File: config.mk
export PLATFORM = sky130hd
export DESIGN_NAME = tc_acc
export DESIGN_NICKNAME = d
export VERILOG_FILES = /design/src/rtl/tc_acc.sv
export SDC_FILE = /design/constraint.sdc
export NUM_CORES = 2
export LEC_CHECK = 0
export ABC_AREA = 1
export CORE_ASPECT_RATIO = 0.9
export CORE_MARGIN = 2
export CORE_UTILIZATION = 30
export CTS_CLUSTER_DIAMETER = 60
export DETAILED_ROUTE_END_ITERATION = 8
export PLACE_DENSITY_LB_ADDON = 0.12
export REMOVE_ABC_BUFFERS = 1
export SLEW_MARGIN = 10
export SYNTH_ARGS = -nofsm -noshare
export SYNTH_HDL_FRONTEND = slang
export SYNTH_SLANG_ARGS = --single-unit
File: constraint.sdc
create_clock -name clk -period 4.2 [get_ports clk]
set_input_delay 0.84 -clock clk [delete_from_list [all_inputs] [get_ports clk]]
set_output_delay 0.84 -clock clk [all_outputs]
set_load 0.005 [all_outputs]
File: src/rtl/tc_acc.sv
// Tensor-core output accumulator: sums K-slice partial tiles element-wise and
// hands the finished C tile downstream through a single valid/ready holding register.
module tc_acc #(
  parameter int TILE_M     = 4,
  parameter int TILE_N     = 4,
  parameter int DW_IN      = 8,
  parameter int DW_ACC     = 20,
  parameter int MAX_KSTEPS = 16,
  parameter int CW         = $clog2(MAX_KSTEPS + 1)
) (
  input  logic                             clk,
  input  logic                             reset,
  input  logic                             in_valid,
  output logic                             in_ready,
  input  logic                             in_last,
  input  logic [TILE_M*TILE_N*DW_IN-1:0]   in_data,
  output logic                             out_valid,
  input  logic                             out_ready,
  output logic [TILE_M*TILE_N*DW_ACC-1:0]  out_data,
  output logic                             out_ovf,
  output logic [CW-1:0]                    out_ksteps,
  output logic                             out_klen_err
);

  localparam int NE = TILE_M * TILE_N;

  function automatic logic signed [DW_ACC-1:0] sign_ext(input logic signed [DW_IN-1:0] x);
    return {{(DW_ACC-DW_IN){x[DW_IN-1]}}, x};
  endfunction

  // Two's-complement wrapping add; MSB of the result carries the signed-overflow flag.
  function automatic logic [DW_ACC:0] add_wrap(input logic signed [DW_ACC-1:0] a,
                                               input logic signed [DW_ACC-1:0] b);
    logic signed [DW_ACC-1:0] s;
    s = a + b;
    return {(a[DW_ACC-1] == b[DW_ACC-1]) && (s[DW_ACC-1] != a[DW_ACC-1]), s};
  endfunction

  logic [NE*DW_ACC-1:0]      acc_p0;
  logic [CW-1:0]             cnt_p0;
  logic                      ovf_p0;

  logic                      vld_p1;
  logic [NE*DW_ACC-1:0]      data_p1;
  logic                      ovf_p1;
  logic [CW-1:0]             ksteps_p1;
  logic                      klen_err_p1;

  logic [NE*DW_ACC-1:0]      sum_flat;
  logic                      beat_ovf;
  logic signed [DW_ACC-1:0]  base;
  logic [DW_ACC:0]           add_r;
  logic [CW-1:0]             cnt_inc;
  logic                      accept;
  logic                      closing;

  assign in_ready = ~vld_p1 | out_ready;
  assign accept   = in_valid & in_ready;
  assign cnt_inc  = cnt_p0 + CW'(1);
  assign closing  = in_last | (cnt_inc == CW'(MAX_KSTEPS));

  // Stage p0: element-wise sum of the incoming slice into the running tile.
  always_comb begin
    sum_flat = '0;
    beat_ovf = 1'b0;
    base     = '0;
    add_r    = '0;
    for (int e = 0; e < NE; e++) begin
      base  = (cnt_p0 == '0) ? '0 : acc_p0[e*DW_ACC +: DW_ACC];
      add_r = add_wrap(base, sign_ext(in_data[e*DW_IN +: DW_IN]));
      sum_flat[e*DW_ACC +: DW_ACC] = add_r[DW_ACC-1:0];
      beat_ovf = beat_ovf | add_r[DW_ACC];
    end
  end

  always_ff @(posedge clk or negedge reset) begin
    if (!reset) begin
      acc_p0 <= '0;
      cnt_p0 <= '0;
      ovf_p0 <= 1'b0;
    end else if (accept) begin
      if (closing) begin
        acc_p0 <= '0;
        cnt_p0 <= '0;
        ovf_p0 <= 1'b0;
      end else begin
        acc_p0 <= sum_flat;
        cnt_p0 <= cnt_inc;
        ovf_p0 <= ovf_p0 | beat_ovf;
      end
    end
  end

  // Stage p1: output holding register; a closing beat on a drain edge keeps valid high.
  always_ff @(posedge clk or negedge reset) begin
    if (!reset) begin
      vld_p1      <= 1'b0;
      data_p1     <= '0;
      ovf_p1      <= 1'b0;
      ksteps_p1   <= '0;
      klen_err_p1 <= 1'b0;
    end else begin
      if (vld_p1 && out_ready) vld_p1 <= 1'b0;
      if (accept && closing) begin
        vld_p1      <= 1'b1;
        data_p1     <= sum_flat;
        ovf_p1      <= ovf_p0 | beat_ovf;
        ksteps_p1   <= cnt_inc;
        klen_err_p1 <= ~in_last;
      end
    end
  end

  assign out_valid    = vld_p1;
  assign out_data     = data_p1;
  assign out_ovf      = ovf_p1;
  assign out_ksteps   = ksteps_p1;
  assign out_klen_err = klen_err_p1;

endmodule

Word level (Yosys, flattened, before mapping)
Cells that the tools add are included.
Operators by class
  reductions and logical operators: 20
  multiplexer cells: 21
  bitwise operators: 21
  add/sub/neg operators: 17
  eq/ne operators: 33
Operators with widths (number)
  $add A20 B8 Y20: 16
  $mux W20: 16
  $mux W320: 1
  $logic_and A1 B1 Y1: 18
  $or A1 B1 Y1: 18
  $eq A1 B1 Y1: 16
  $ne A1 B1 Y1: 16
  $add A5 B1 Y5 const B: 1
  $eq A5 B5 Y1 const B: 1
  $logic_not A5 Y1: 1
  $mux W5: 1
  $mux W1: 3
  $not A1 Y1: 2
  $reduce_bool A2 Y1: 1
  $and A1 B1 Y1: 1
Word-level totals
  register bits: 654
  output and inout port bits: 329
  input port bits: 133
  logic and storage cells: 120

Logic depth before layout (Yosys ltp)
  depth in word-level cells: 22
  mapped depth: 27
  depth with buffers taken out: 24

Worst setup path before layout
No wires, ideal clock.
  kind: register -> register
  start point: register cnt_p0[0]
  end point: register acc_p0[237]
  buffers on the path: 3
  setup time: 0.130 ns
  period minus slack after synthesis: 3.492 ns
  cell stages (with the launch flop): 20
  data required time: 4.070 ns
  arrival: 3.363 ns
  path slack: 0.708 ns
  cells stage by stage: dfrtp_1 inv_1 ha_1 nand4_1 inv_1 buf_2 clkbuf_1 clkbuf_1 nor2_1 ha_1 a21o_1 a21oi_1 nand2_1 a31oi_1 o21bai_1 inv_1 o21ai_0 or2_2 nand3_1 o21ai_0
Between the ends
  cells in the longest elaborated chain, start to end: 4
  elaborated cells on any way between the ends: 7
  classes of those cells: add/sub (2); eq/ne (1); mux (2); bitwise (1); reduce/logical (1)
RTL lines
  from (decl): line 40  | logic [CW-1:0] cnt_p0;
  from (signal assigned): line 88  | cnt_p0 <= cnt_inc;
  $add A5 B1 Y5: line 59  | assign cnt_inc = cnt_p0 + CW'(1);
  net cnt_inc[0]: line 53  | logic [CW-1:0] cnt_inc;
  $eq A5 B5 Y1: line 60  | assign closing = in_last | (cnt_inc == CW'(MAX_KSTEPS));
  $or A1 B1 Y1: line 60
  $mux W320: line 82  | if (closing) begin
  to (signal assigned): line 87  | acc_p0 <= sum_flat;
  to (decl): line 39  | logic [NE*DW_ACC-1:0] acc_p0;
The timed path passes the listed nets, and every way through them passes these cells.
A chain may end at the register's enable or synchronous reset.

Worst setup path in the final report
  start point: register cnt_p0[0]
  end point: register data_p1[112], in the netlist out_data[112]
Between the ends
  cells in the longest elaborated chain, start to end: 4
  elaborated cells on any way between the ends: 7
  classes of those cells: add/sub (2); eq/ne (1); mux (1); bitwise (1); reduce/logical (2)
RTL lines
  $add A5 B1 Y5: line 59
  net cnt_inc[0]: line 53
  $eq A5 B5 Y1: line 60
  $or A1 B1 Y1: line 60
  $logic_and A1 B1 Y1: line 104  | if (accept && closing) begin
  to (signal assigned): line 106  | data_p1 <= sum_flat;
  to (decl): line 44  | logic [NE*DW_ACC-1:0] data_p1;
The timed path passes the listed nets, and every way through them passes these cells.

==> metrics.yaml <==
layout:
  layout-drive-gt1-share_pct: 5.223
  area_delta_synth_final_pct: 25.71
  final_common_cell: "nand2_1"
  fillers: 13970
  multiInputGateArea_sq_mm: 0.02086
  final_nets: 6088
  layout_common_cells: "1114 x nand2_1, 654 x dfrtp_1, 600 x inv_1"
  seq_area_sq_mm: 0.01637
  final_area_sq_mm: 0.05066
pwr:
  intPower_mw: 18.99
  switchingPower_mw: 11.58
  power_density_mw_per_mm2: 603.4
  p_leak_nw: 24.28
  swShare_pct: 37.88
  combPwrFrac_pct: 42.7
  seq_power_share_pct: 31.1
  vdd_drop_max_v: 0.0002910
  totalPowerFinal_mw: 30.57
  power_frac_clock_pct: 26.2
synthesis:
  avgSynthCellArea_sq_um: 7.809
  async_reset_ff_share_pct: 100.0
  synthFlopType: "dfrtp_1"
  syn_inst: 5161
  synth_top_area_share_pct: 40.61
  synth.yosys.seq_area_share_pct: 40.61
  synthTopCellsByArea: "dfrtp_1 41%, nand2_1 10%, ha_1 9.5%"
  syn_area_sq_mm: 0.04030
  yosys_warnings: 0
  yosys.cell_types.count: 40
  synth_edf_count: 0
  yosysTopAreaCell: "dfrtp_1"
  ys_seq_elements: 654
sta:
  setup_viol: 0
  max_freq_mhz: 263.5
  fin_tns_setup_ns: 0
  period_needed_ns: 3.796
  maxSlewViolCount: 0
  hold_viol: 0
  rsz0062_at_grt: "no"
  final.period_utilization_pct: 90.37
  skew_ns: 0.02866
  worstMarginPinSlew_ns: 0.9296
  slew_headroom_pct: 38.02
die:
  die_h_um: 351.7
  dieArea_sq_mm: 0.1373
  boundaryPins: 462
  start_util_pct: 30.23
  core_sq_mm: 0.1333
  die_w_um: 390.3
  row_count: 127
run_status:
  status: "finished clean"
worst_setup_path:
  cp_top_family: "buffers and inverters"
  critical_path_class: "reg2reg"
  r2r_start: "cnt_p0[0]"
  path_buf_inv: 6
  path_cells: "inv_1 -> ha_1 -> nand4_1 -> bufinv_16 -> buf_4 -> buf_12 -> nor2_1 -> ha_1 -> inv_1 -> fa_1 -> inv_1 -> nand3_1 -> nand2_1 -> a21oi_1 -> nor2_1 -> o22ai_1 -> o21ai_0 -> nand3_1 -> nand2_1 -> xnor2_1 -> o21ai_0"
  crit_path_max_incr_delay_ns: 0.45
  crit_fanout: 20
  crit_top_cell: "inv_1"
  crit_slowest_cell: "fa_1"
  endpoint_kind: "flop"
  r2r_setup_slack_ns: 0.40
  critPathArrivalTime_ns: 4.36
  startpoint_type: "flop"
  r2r-end: "out_data[112]"
  crit_required_ns: 4.76
  reg2reg_depth: 21
grt:
  grt_pass1_vias: 35370
  grt_overflow: 0
  track_usage_pct: 18.63
  grt_pass1_wl_um: 203300
  grt_max_degree: 121
  antenna_found_initial: 2
flow_run:
  drv_cap: 0
routing:
  drc: 0
  drt-wirelength-per-cell_um: 17.27
  vias: 35580
  wl_um: 128700
  antenna_left: 0
  firstDrtPassIters: 5
  drt_iter0_markers: 1927
  via_per_inst: 4.776
min_path:
  hold_class: "in2async"
placement:
  place_area_sq_mm: 0.04746
  place_congestion: 0.8708
  dpl.hpwl_um: 92370
  io_buffers: 461
cts:
  clk_pin_slew_ns: 0.06
  h-tree-depth: 3
  cts_sinks: 654
  clock_path_buffers: 3
  numCtsBuffers: 91
  tritoncts: "done"
  clk_latency_ns: 0.70
  cts_hold_buf: 0
  cts_root_buf: "clkbuf_16"
## stage by stage
| step | util, % | cells | setup slack [ns] | hold slack (ns) |
|---|---|---|---|---|
| finish | 38.00 | 7448 | 0.4044 | 0.2237 |
| global route | 38.00 | 7447 | 0.02406 | 0.2468 |
| CTS | 37.94 | 7442 | 0.04330 | 0.2141 |
| detailed placement | 35.60 | 7275 | 0.04720 | 0.4612 |
| global placement | 35.60 | 7275 | 0.08250 | 0.4563 |
| floorplan | - | 4984 | -4.644 | 0.4520 |
## registers in the layout, summed over array words and instances (netlist names)
signal	cells
ovf_p0	1
cnt_p0	5
out_ksteps	5
acc_p0	320
out_klen_err	1
out_valid	1
out_data	320
out_ovf	1
## synthesized netlist by cell type, types with 2 or more instances
cell and number:
a21boi_0 9, a21o_1 41, a21oi_1 298, a21oi_2 2, a22o_1 3, a31oi_1 56, and2_1 9, buf_1 9
buf_2 61, buf_6 12, clkbuf_1 94, dfrtp_1 654, fa_1 16, ha_1 307, inv_1 602, inv_2 3
nand2_1 1115, nand3_1 270, nand3b_1 25, nand4_1 56, nor2_1 476, nor3_1 26, nor3b_1 8, nor4_1 3
o211ai_1 13, o21ai_0 439, o21ai_1 59, o21bai_1 18, o22ai_1 202, o31ai_1 17, or2_1 2, or2_2 36
xnor2_1 92, xor2_1 122
## worst max path at each step
stage                    from       endpoint  slack [ns]  cells after the start
global route        cnt_p0[0]        out_ovf        0.02                     23
floorplan           out_ready    acc_p0[119]       -4.64                      6
CTS                 cnt_p0[0]        out_ovf        0.04                     21
global placement    cnt_p0[0]        out_ovf        0.08                     21
finish              cnt_p0[0]  out_data[112]        0.40                     21
detailed placement  cnt_p0[0]        out_ovf        0.05                     21
## power groups by stage
| stage | clock network, mW | registers, mW | logic, mW |
|---|---|---|---|
| global placement | 0 | 9.63 | 13.1 |
| floorplan | 0 | 9.41 | 7.42 |
| finish | 8.01 | 9.51 | 13.1 |
| global route | 8.57 | 9.77 | 14.8 |
| detailed placement | 0 | 9.63 | 13.1 |
| CTS | 8.29 | 9.56 | 13.2 |
## cell families (layout without fill, tap and decap cells)
logic type                 count (synthesis)  after routing  synth area share [%]
xor gates and xnor gates                 214            214                 4.651
other                                      0              1                     0
adders and majority gates                323            323                 10.33
AOI/OAI and AO/OA                       1161           1161                 15.91
and+or+nand+nor                         2027           2027                 20.80
DFF                                      654            654                 40.61
buffers and inverters                    782           1327                 7.706
## timing repair
| item | in CTS | in global routing |
|---|---|---|
| gates resized for setup | 0 | 7 |
| buffers inserted | 0 | 4 |
| endpoints found under the hold margin | 0 | 0 |
| endpoints found under the setup margin | 0 | 2 |
## area by class of cell
cell class | instances | share of cell area (%)
timing repair inverter | 1 | 0.01729
multi-input combinational | 3725 | 41.17
timing repair buffer | 554 | 11.46
inverter | 605 | 4.579
antenna | 1 | 0.004939
clock inverter | 43 | 1.077
tap | 1741 | 4.300
sequential | 654 | 32.30
clock buffer | 124 | 5.095
## per-layer routing
metal	share of wire (%)	vias up	GRT usage (%)
met5	0.010	-	0
met4	1.9	2	4.074
li1	-	18180	-
met2	44	540	29.31
met3	4.6	129	3.708
met1	49	16730	26.35
Note: power is estimated with default switching activity, not from simulation.
==> RTL edit: new RTL, config.mk and constraints unchanged <==
The parameter `DW_ACC` goes from 20 to 28.
--- a/src/rtl/tc_acc.sv
+++ b/src/rtl/tc_acc.sv
@@ -5,5 +5,5 @@
   parameter int TILE_N     = 4,
   parameter int DW_IN      = 8,
-  parameter int DW_ACC     = 20,
+  parameter int DW_ACC     = 28,
   parameter int MAX_KSTEPS = 16,
   parameter int CW         = $clog2(MAX_KSTEPS + 1)
Interface: changed (resized out_data); port bits go from 462 to 590. No check against the original RTL was run, so the function may have changed too.
==> RTL edit against the original RTL <==
- design area increased by 40%
- sequential cell count increased by 256
- hold slack got worse by 120 ps
- clock skew increased by 5.9 ps
- total power increased by 45%
- wire length increased by 41%
- first-iteration DRC count increased by 33%
- setup slack got worse by 88 ps
- synthesized area increased by 40%
- global-route usage about the same
- combinational power increased by 49%
- critical path type unchanged
- highest routed layer unchanged
==> RTL edit: results (changes against the original RTL) <==
largest net degree at the start of global routing = 132 (+9.1%)
first-pass GRT wire length = 285000 um (+40%)
Net Switching = 16.9 mW (+46%)
met1 Track Usage GR = 25.1% (-1.3 points)
Critical R2R Launch = cnt_p0[1]
Post-Place Cell Area = 66300 sq um (+40%)
Global Route Usage Sum = 18.7% (+0.032 points)
outcome = finished clean
Rel. slew slack = 38.7% (+0.68 points)
power share of the combinational group = 44.1% (+1.4 points)
CP top delay family = compound AO/OA/AOI/OAI gates
fraction of layout cells with a size suffix above 1 = 7.86% (+2.6 points)
Fillers = 19400 (+39%)
Non-CTS buffers = 780 (+41%)
Synth cell types = 61 (+53%)
clk_buf instances = 170 (+37%)
routed len/inst = 17.5 um (+1.4%)
multi-input gates = 5127 (+38%)
Multi-input gate area = 29500 sq um (+42%)
VDD IR max = 0.396 mV (+36%)
drt first pass iters = 7 (+2)
period utilisation layout = 92.5% (+2.1 points)
FF-to-FF path depth = 19 (-9.5%)
fraction of area in multi-input gates = 41.6% (+0.47 points)
Clock net power = 11.3 mW (+41%)
Adder-Cell Fraction of Synth Area = 10.2% (-0.094 points)
input/output buffers = 589 (+28%)
Seq/Total Area, Yosys = 40.4% (-0.18 points)
Final Non-Filler Cells = 10300 (+39%)
Final clock-cell share = 6.24% (+0.065 points)
inverter count = 783 (+29%)
initial antenna violation count = 10 (+8)
Num CTS Buffers = 130 (+43%)
Leak = 33.6 nW (+38%)
[RTL edit: cell types whose count changed after synthesis, moves of 128 or more]
cell     before   now
inv_1       602   778
dfrtp_1     654   910
nor2_1      476   663
ha_1        307   435
o21ai_1      59   205
nand2_1    1115  1444
[RTL edit: worst reg2reg max path: stages, from the launching register on]
cell and delay, ps:
dfrtp_1 400, inv_1 80, ha_1 150, nand4_2 200
clkinv_8 170, buf_16 260, nor2_1 160, ha_1 220
fa_1 430, nand3_1 90, nand2_1 100, a31oi_2 220
o21ai_2 130, a21oi_1 420, o21bai_1 170, nand3_1 100
nand2_1 70, or2_1 230, nand3_1 70, o21ai_0 100
[RTL edit: repair_timing]
action | in CTS | in global routing
buffers inserted | 0 | 4
setup endpoints to repair | 0 | 10
resized for setup | 0 | 11
[RTL edit: metal layers]
metal	up-vias	share of wire (%)	routed length [um]
li1	25000	-	-
met1	23300	47	85400
met2	715	47	85300
met3	195	3.7	6790
met4	2	2.0	3540
met5	-	0.0044	8
